[config.mk]
export PLATFORM = sky130hd
export DESIGN_NAME = serial_adder_flat
export DESIGN_NICKNAME = d
export VERILOG_FILES = /design/src/rtl/serial_adder_if.sv /design/src/rtl/serial_adder.sv /design/src/flat_wrapper.sv
export SDC_FILE = /design/constraint.sdc
export NUM_CORES = 1
export LEC_CHECK = 0
export CORE_AREA = 2 2 47 71
export DETAILED_ROUTE_END_ITERATION = 7
export DIE_AREA = 0 0 49 73
export DONT_BUFFER_PORTS = 1
export GPL_TIMING_DRIVEN = 1
export PLACE_DENSITY = 0.72
export REMOVE_ABC_BUFFERS = 1
export SETUP_SLACK_MARGIN = 0.1
export SLEW_MARGIN = 0
export SYNTH_ARGS = -nofsm -noshare
export SYNTH_HDL_FRONTEND = slang
export SYNTH_SLANG_ARGS = --single-unit
[constraint.sdc]
create_clock -name clk -period 1.3 [get_ports clk]
set_input_delay 0.195 -clock clk [delete_from_list [all_inputs] [get_ports clk]]
set_output_delay 0.195 -clock clk [all_outputs]
set_load 0.05 [all_outputs]
[src/rtl/serial_adder_if.sv]
// Handshake and operand/result bundle for the bit-serial adder.
//   master : drives start, a, b, cin; observes busy, done, sum, cout
//   slave  : the adder itself (consumes the request, produces the result)
interface serial_adder_if #(
    parameter int WIDTH = 8
);
    logic             start;
    logic [WIDTH-1:0] a;
    logic [WIDTH-1:0] b;
    logic             cin;
    logic             busy;
    logic             done;
    logic [WIDTH-1:0] sum;
    logic             cout;

    modport master (
        output start, a, b, cin,
        input  busy, done, sum, cout
    );

    modport slave (
        input  start, a, b, cin,
        output busy, done, sum, cout
    );
endinterface

[src/rtl/serial_adder.sv]
// Bit-serial unsigned adder: one full-adder cell processes one bit pair per
// clock, LSB first, with a carry flip-flop feeding cout back into cin.
// Ports:
//   clk  rising-edge clock
//   rst  asynchronous active-high reset (aborts any operation in flight)
//   bus  serial_adder_if.slave:
//          start      request, sampled only in IDLE
//          a, b, cin  operands, captured when start is accepted
//          busy       high while bits are being processed
//          done       one-cycle pulse when sum/cout are final
//          sum, cout  result, held from done until the next accepted start
module serial_adder #(
    parameter int WIDTH = 8
) (
    input  logic           clk,
    input  logic           rst,
    serial_adder_if.slave  bus
);
    localparam int                CNT_W = $clog2(WIDTH);
    localparam logic [CNT_W-1:0]  LAST  = CNT_W'(WIDTH - 1);

    typedef enum logic [1:0] {
        IDLE = 2'd0,
        RUN  = 2'd1,
        DONE = 2'd2
    } state_t;

    state_t            state;
    state_t            state_nxt;
    logic [WIDTH-1:0]  a_sh;
    logic [WIDTH-1:0]  b_sh;
    logic [WIDTH-1:0]  sum_r;
    logic              carry;
    logic              cout_r;
    logic [CNT_W-1:0]  cnt;
    logic [1:0]        fa;
    logic              last_bit;
    logic              busy_c;
    logic              done_c;

    // The full-adder cell: returns {carry_out, sum_bit}.
    function automatic logic [1:0] full_adder(input logic x, input logic y, input logic ci);
        return {(x & y) | (x & ci) | (y & ci), x ^ y ^ ci};
    endfunction

    assign fa       = full_adder(a_sh[0], b_sh[0], carry);
    assign last_bit = (cnt == LAST);

    always_ff @(posedge clk or posedge rst) begin
        if (rst) begin
            state <= IDLE;
        end else begin
            state <= state_nxt;
        end
    end

    always_comb begin
        state_nxt = state;
        case (state)
            IDLE:    if (bus.start) state_nxt = RUN;
            RUN:     if (last_bit)  state_nxt = DONE;
            DONE:    state_nxt = IDLE;
            default: state_nxt = IDLE;
        endcase
    end

    always_comb begin
        busy_c = (state == RUN);
        done_c = (state == DONE);
    end

    // Datapath: capture on accepted start, one bit per edge while running.
    // The counter stops at LAST rather than wrapping.
    always_ff @(posedge clk or posedge rst) begin
        if (rst) begin
            a_sh   <= '0;
            b_sh   <= '0;
            sum_r  <= '0;
            carry  <= 1'b0;
            cout_r <= 1'b0;
            cnt    <= '0;
        end else if (state == IDLE && bus.start) begin
            a_sh   <= bus.a;
            b_sh   <= bus.b;
            carry  <= bus.cin;
            sum_r  <= '0;
            cout_r <= 1'b0;
            cnt    <= '0;
        end else if (state == RUN) begin
            sum_r <= {fa[0], sum_r[WIDTH-1:1]};
            a_sh  <= {1'b0, a_sh[WIDTH-1:1]};
            b_sh  <= {1'b0, b_sh[WIDTH-1:1]};
            carry <= fa[1];
            if (last_bit) begin
                cout_r <= fa[1];
            end else begin
                cnt <= cnt + 1'b1;
            end
        end
    end

    assign bus.busy = busy_c;
    assign bus.done = done_c;
    assign bus.sum  = sum_r;
    assign bus.cout = cout_r;
endmodule
[src/flat_wrapper.sv]
// flat-port wrapper written by rule: the top's interface ports become plain ports
module serial_adder_flat 
#(
    parameter int WIDTH = 8
)
  (clk, rst, bus_start, bus_a, bus_b, bus_cin, bus_busy, bus_done, bus_sum, bus_cout);
  serial_adder_if #(.WIDTH(WIDTH)) bus_i ();
  input  logic clk;
  input  logic rst;
  input wire logic [$bits(bus_i.start)-1:0] bus_start;
  input wire logic [$bits(bus_i.a)-1:0] bus_a;
  input wire logic [$bits(bus_i.b)-1:0] bus_b;
  input wire logic [$bits(bus_i.cin)-1:0] bus_cin;
  output wire logic [$bits(bus_i.busy)-1:0] bus_busy;
  output wire logic [$bits(bus_i.done)-1:0] bus_done;
  output wire logic [$bits(bus_i.sum)-1:0] bus_sum;
  output wire logic [$bits(bus_i.cout)-1:0] bus_cout;
  assign bus_i.start = bus_start;
  assign bus_i.a = bus_a;
  assign bus_i.b = bus_b;
  assign bus_i.cin = bus_cin;
  assign bus_busy = bus_i.busy;
  assign bus_done = bus_i.done;
  assign bus_sum = bus_i.sum;
  assign bus_cout = bus_i.cout;
  serial_adder #(.WIDTH(WIDTH)) u_core (.clk(clk), .rst(rst), .bus(bus_i));
endmodule
* After elaboration in Yosys (flattened, before gate mapping)
Cells that the tools add are included.
** Cells by class
- Add/sub/neg operators :: 1
- Multiplexer cells :: 17
- Equal/unequal tests :: 6
- Reduce and logical (&&, ||, !) cells :: 7
- Bitwise operators :: 7
** Operators by type and width (count)
- 2-to-1 mux 8 bit :: 6
- 2-to-1 mux 3 bit :: 3
- AND reduction 2 bit :: 3
- 2-to-1 mux 1 bit :: 5
- 2-to-1 mux 2 bit :: 2
- != test 2 bit, second input constant :: 2
- one-hot mux 2 bit (2 select lines) :: 1
- nonzero test 2 bit :: 2
- adder 3 x 1 -> 3 bit, second input constant :: 1
- bitwise AND 1 bit :: 3
- == test 3 bit, second input constant :: 1
- == test 2 x 1 -> 1 bit, second input constant :: 1
- == test 2 bit, second input constant :: 1
- zero test 2 bit :: 1
- != test 2 x 1 -> 1 bit, second input constant :: 1
- OR 1 bit :: 2
- bitwise XOR 1 bit :: 2
- logical AND 1 bit :: 1
** Storage, ports and cells
- Flip-flop bits (word level) :: 31
- Input port bits :: 20
- Word-level logic and storage cells :: 45
- Output and inout bits :: 11

* Logic depth before layout (Yosys ltp)
- Depth in word-level cells :: 6
- Depth in mapped cells :: 5
- Gate-level depth less buffers :: 5

* Worst setup path before layout
Ideal clock, no wire load.
- Path type :: reg-to-output
- Start :: reg u_core.state[1]
- End :: out bus_done
- Path buffers :: 2
- Stages on the path, launching flop included :: 4
- Data required time :: 1.105 ns
- Setup slack :: -0.351 ns
- Data arrival time :: 1.456 ns
- Cells stage by stage :: dfrtp_1 -> buf_6 -> clkbuf_1 -> nor2b_1
** On the way
- Longest elaborated chain between the ends :: 1
** Ends and longest elaborated chain
- from (decl) :: line serial_adder.sv:28 : state_t state;
- from (signal assigned) :: line serial_adder.sv:53 : state <= state_nxt;
- == test 2 bit :: line serial_adder.sv:69 : done_c = (state == DONE);
- to (decl) :: line flat_wrapper.sv:15 : output wire logic [$bits(bus_i.done)-1:0] bus_done;
Every way passes these cells.

* Worst setup path in the final report
- Start :: reg u_core.state[1]
- End :: out bus_busy
** On the way
- Longest elaborated chain between the ends :: 1
** Ends and longest elaborated chain
- == test 2 x 1 -> 1 bit :: line serial_adder.sv:68 : busy_c = (state == RUN);
- to (decl) :: line flat_wrapper.sv:14 : output wire logic [$bits(bus_i.busy)-1:0] bus_busy;
Every way passes these cells.

==> flow_metrics.py <==
metrics = {
    "routing": {
        "vias_per_cell": 5.65,
        "wl_met2_mm": 1.95,
        "routed_wirelength_mm": 3.43,
        "drt_pre_antenna_iters": 4,
        "wl_per_cell_um": 15.9,
        "wl_met1_mm": 1.28,
        "drc": 0,
        "wl_met3_um": 118,
        "highest_layer": "met4",
        "antenna_left": 0,
        "drt_iter0_markers": 10,
        "vias": 1221,
    },
    "clock_tree": {
        "htreeDepth": 2,
        "clk_path_buf_depth": 2,
        "cts_root_buf": "clkbuf_8",
        "clock_latency_ns": 0.29,
        "path_clk_slew_ns": 0.07,
        "clock_sinks": 31,
        "cts_tree": "built",
        "cts_buffers": 5,
    },
    "final_layout": {
        "stdcell_area_sq_um": 2210,
        "area_growth_pct": 39.0,
        "final_nets": 198,
        "antenna_cells": 0,
        "layout-drive-gt1-share_pct": 60.2,
        "num-fill-cells": 191,
    },
    "grt": {
        "grt_pass1_vias": 1311,
        "grt_max_degree": 32,
        "grt_util_all_layers_pct": 21.9,
        "grt_pass1_wl_mm": 5.93,
        "antenna_found_initial": 0,
        "grt_overflow": 0,
    },
    "synth": {
        "synth.area.top_cells": "dfrtp_1, nor3_2, a22o_1",
        "netlist_instances": 138,
        "synth_top_cell_by_area": "dfrtp_1",
        "syn_area_sq_um": 1590,
        "syn_area_per_cell_sq_um": 11.5,
        "ys_ff_latch": 31,
        "yosys_warnings": 0,
        "synth_seq_area_share_pct": 48.9,
        "yosysTopAreaCellShare_pct": 48.9,
        "ys_types": 28,
    },
    "die": {
        "num_rows": 25,
        "die_h_um": 73,
        "start_util_pct": 52.3,
        "io-pin-count": 31,
        "dieWidth_um": 49,
        "core_area_sq_um": 3030,
        "dieArea_sq_um": 3580,
    },
    "flow_run": {
        "cap_violations": 0,
    },
    "status": {
        "violations": "setup timing",
        "status": "finished with violations",
    },
    "setup_path": {
        "startpoint_type": "flop",
        "critPathRequiredTime_ns": 1.11,
        "worstPathArrival_ns": 1.14,
        "worstPathMaxFanout": 4,
        "path_class": "reg -> out",
        "crit_chain": "nor2b_4 > buf_6 > buf_8",
        "critPathMaxStageDelay_ns": 0.45,
        "end_kind": "output port",
        "critPathTopFamily": "flip-flops",
        "slowest_stage": "dfrtp_2",
        "crit_buf_inv": 2,
    },
    "placed_design": {
        "dpl.hpwl_mm": 2.12,
        "dpl_cell_area_sq_um": 1760,
        "gp_congestion": 0.701,
        "dpl_worst_slack_ns": -0.0741,
        "port_buffers": 0,
    },
    "timing": {
        "slew_headroom_pct": 73.5,
        "setup_viol": 7,
        "worst_pin_slew_ns": 0.398,
        "layout_setup_ws_ns": -0.0319,
        "skew_ns": 0.00666,
        "rsz0062_at_grt": "true",
        "fin_crit_sh_pct": 102,
        "fmax_mhz": 751,
        "maxSlewViolCount": 0,
        "hold_viol_final": 0,
        "min_period_ns": 1.33,
    },
    "hold_path": {
        "hp-class": "in -> reg",
    },
    "power": {
        "ir_worst_vdd_uv": 1460,
        "powerDensity_nw_per_um2": 2590,
        "p_leak_nw": 1.00,
    },
}
cell type report:
type,instances,area (sq um),area share [%]
Tap cell,40,50.0,2.27
Timing Repair Buffer,40,344,15.6
Sequential cell,31,778,35.3
Clock buffer,6,82.6,3.74
Multi-Input combinational cell,91,893,40.5
Clock inverter,2,35.0,1.59
Inverter,6,22.5,1.02
metal layers:
metal  track usage (%)  vias up
met1              22.1      612
met3              4.92       11
met2              42.2       31
li1                  -      567
met5                 0        -
met4              10.5        0
cells in the final DEF, fill, tap and decap left out, types with 2 or more instances in the layout:
cell	count
buf_4	30
nor3_1	3
o21ba_4	2
a211oi_2	2
dfrtp_2	2
a22o_1	14
inv_1	4
nor3b_2	3
buf_6	7
buf_8	2
nor2_4	6
nor2_1	2
clkbuf_8	6
inv_2	2
nor3b_1	11
nor3_4	2
nand2_1	2
nor3_2	22
nor2b_4	2
nor2_2	7
dfrtp_1	29
state kept, by name, summed over array words and instances (netlist names):
signal,count
u_core.bus.sum,8
u_core.carry,1
u_core.bus.cout,1
u_core.a_sh,8
u_core.b_sh,8
u_core.cnt,3
u_core.state,2
kinds of logic (layout without fill, tap and decap cells):
logic type	Yosys count	count (layout)	synth area share (%)
adder cells (fa/ha/maj)	3	3	2.84
AO/OA/AOI/OAI	23	24	13.3
buffers and inverters	17	54	6.86
multiplexers	1	1	0.710
flip-flops	31	31	48.9
AND/OR/NAND/NOR	63	63	27.4
repair_timing:
action / CTS / global route
endpoints found under the hold margin: 31 / 0
setup buffers: 9 / 1
endpoints found under the setup margin: 30 / 32
hold buffers: 1 / 0
pin swaps: 2 / 4
gates cloned: 2 / 0
resized for setup: 41 / 16
per-stage QoR:
stage | power, mW | hold slack (ns) | cells | utilization [%] | setup TNS (ns)
2_1_floorplan | 3.30 | 0.299 | 127 | - | -16.62
3_3_place_gp | 3.94 | 0.188 | 195 | 58.0 | -0.0317
3_5_place_dp | 4.06 | 0.187 | 195 | 58.0 | -0.224
4_1_cts | 5.57 | 0.0356 | 215 | 69.9 | -0.0300
5_1_grt | 6.06 | 0.0456 | 216 | 72.7 | -0.557
6_report | 5.72 | 0.0431 | 216 | 72.7 | -0.0981
path summary, 6_finish.rpt:
kind                                                from                       endpoint  slack, ns  depth (start not counted)
max                          u_core.state[1]$_DFFE_PP0P_                       bus_busy      -0.03                          3
min                                             bus_b[7]     u_core.b_sh[7]$_DFFE_PP0P_       0.04                          1
max reg2reg                    u_core.cnt[0]$_DFFE_PP0P_      u_core.cnt[0]$_DFFE_PP0P_      -0.02                          5
min reg2reg                u_core.bus.sum[0]$_DFFE_PP0P_  u_core.bus.sum[0]$_DFFE_PP0P_       0.50                          1
max in group asynchronous                            rst    u_core.state[1]$_DFFE_PP0P_       0.56                          3
min in group asynchronous                            rst     u_core.b_sh[7]$_DFFE_PP0P_       0.43                          3
cells in the mapped netlist, drive strengths merged:
library cell  instances
dfrtp                31
nor3                 27
nor2                 15
a22o                 14
nor3b                14
buf                   9
inv                   6
a211oi                3
clkbuf                2
ha                    2
nand2                 2
nand2b                2
nor2b                 2
a21oi                 1
fa                    1
mux2                  1
nand3                 1
o21ai                 1
o21ba                 1
o21bai                1
o311ai                1
o31ai                 1
where the power goes:
group / leakage [nW] / internal, mW / total (mW) / switching [mW]
Combinational: 0.566 / 1.44 / 3.00 / 1.56
Clock: 0.0612 / 0.620 / 0.986 / 0.366
Sequential: 0.377 / 1.40 / 1.73 / 0.337
(Power assumes the default switching activity.)
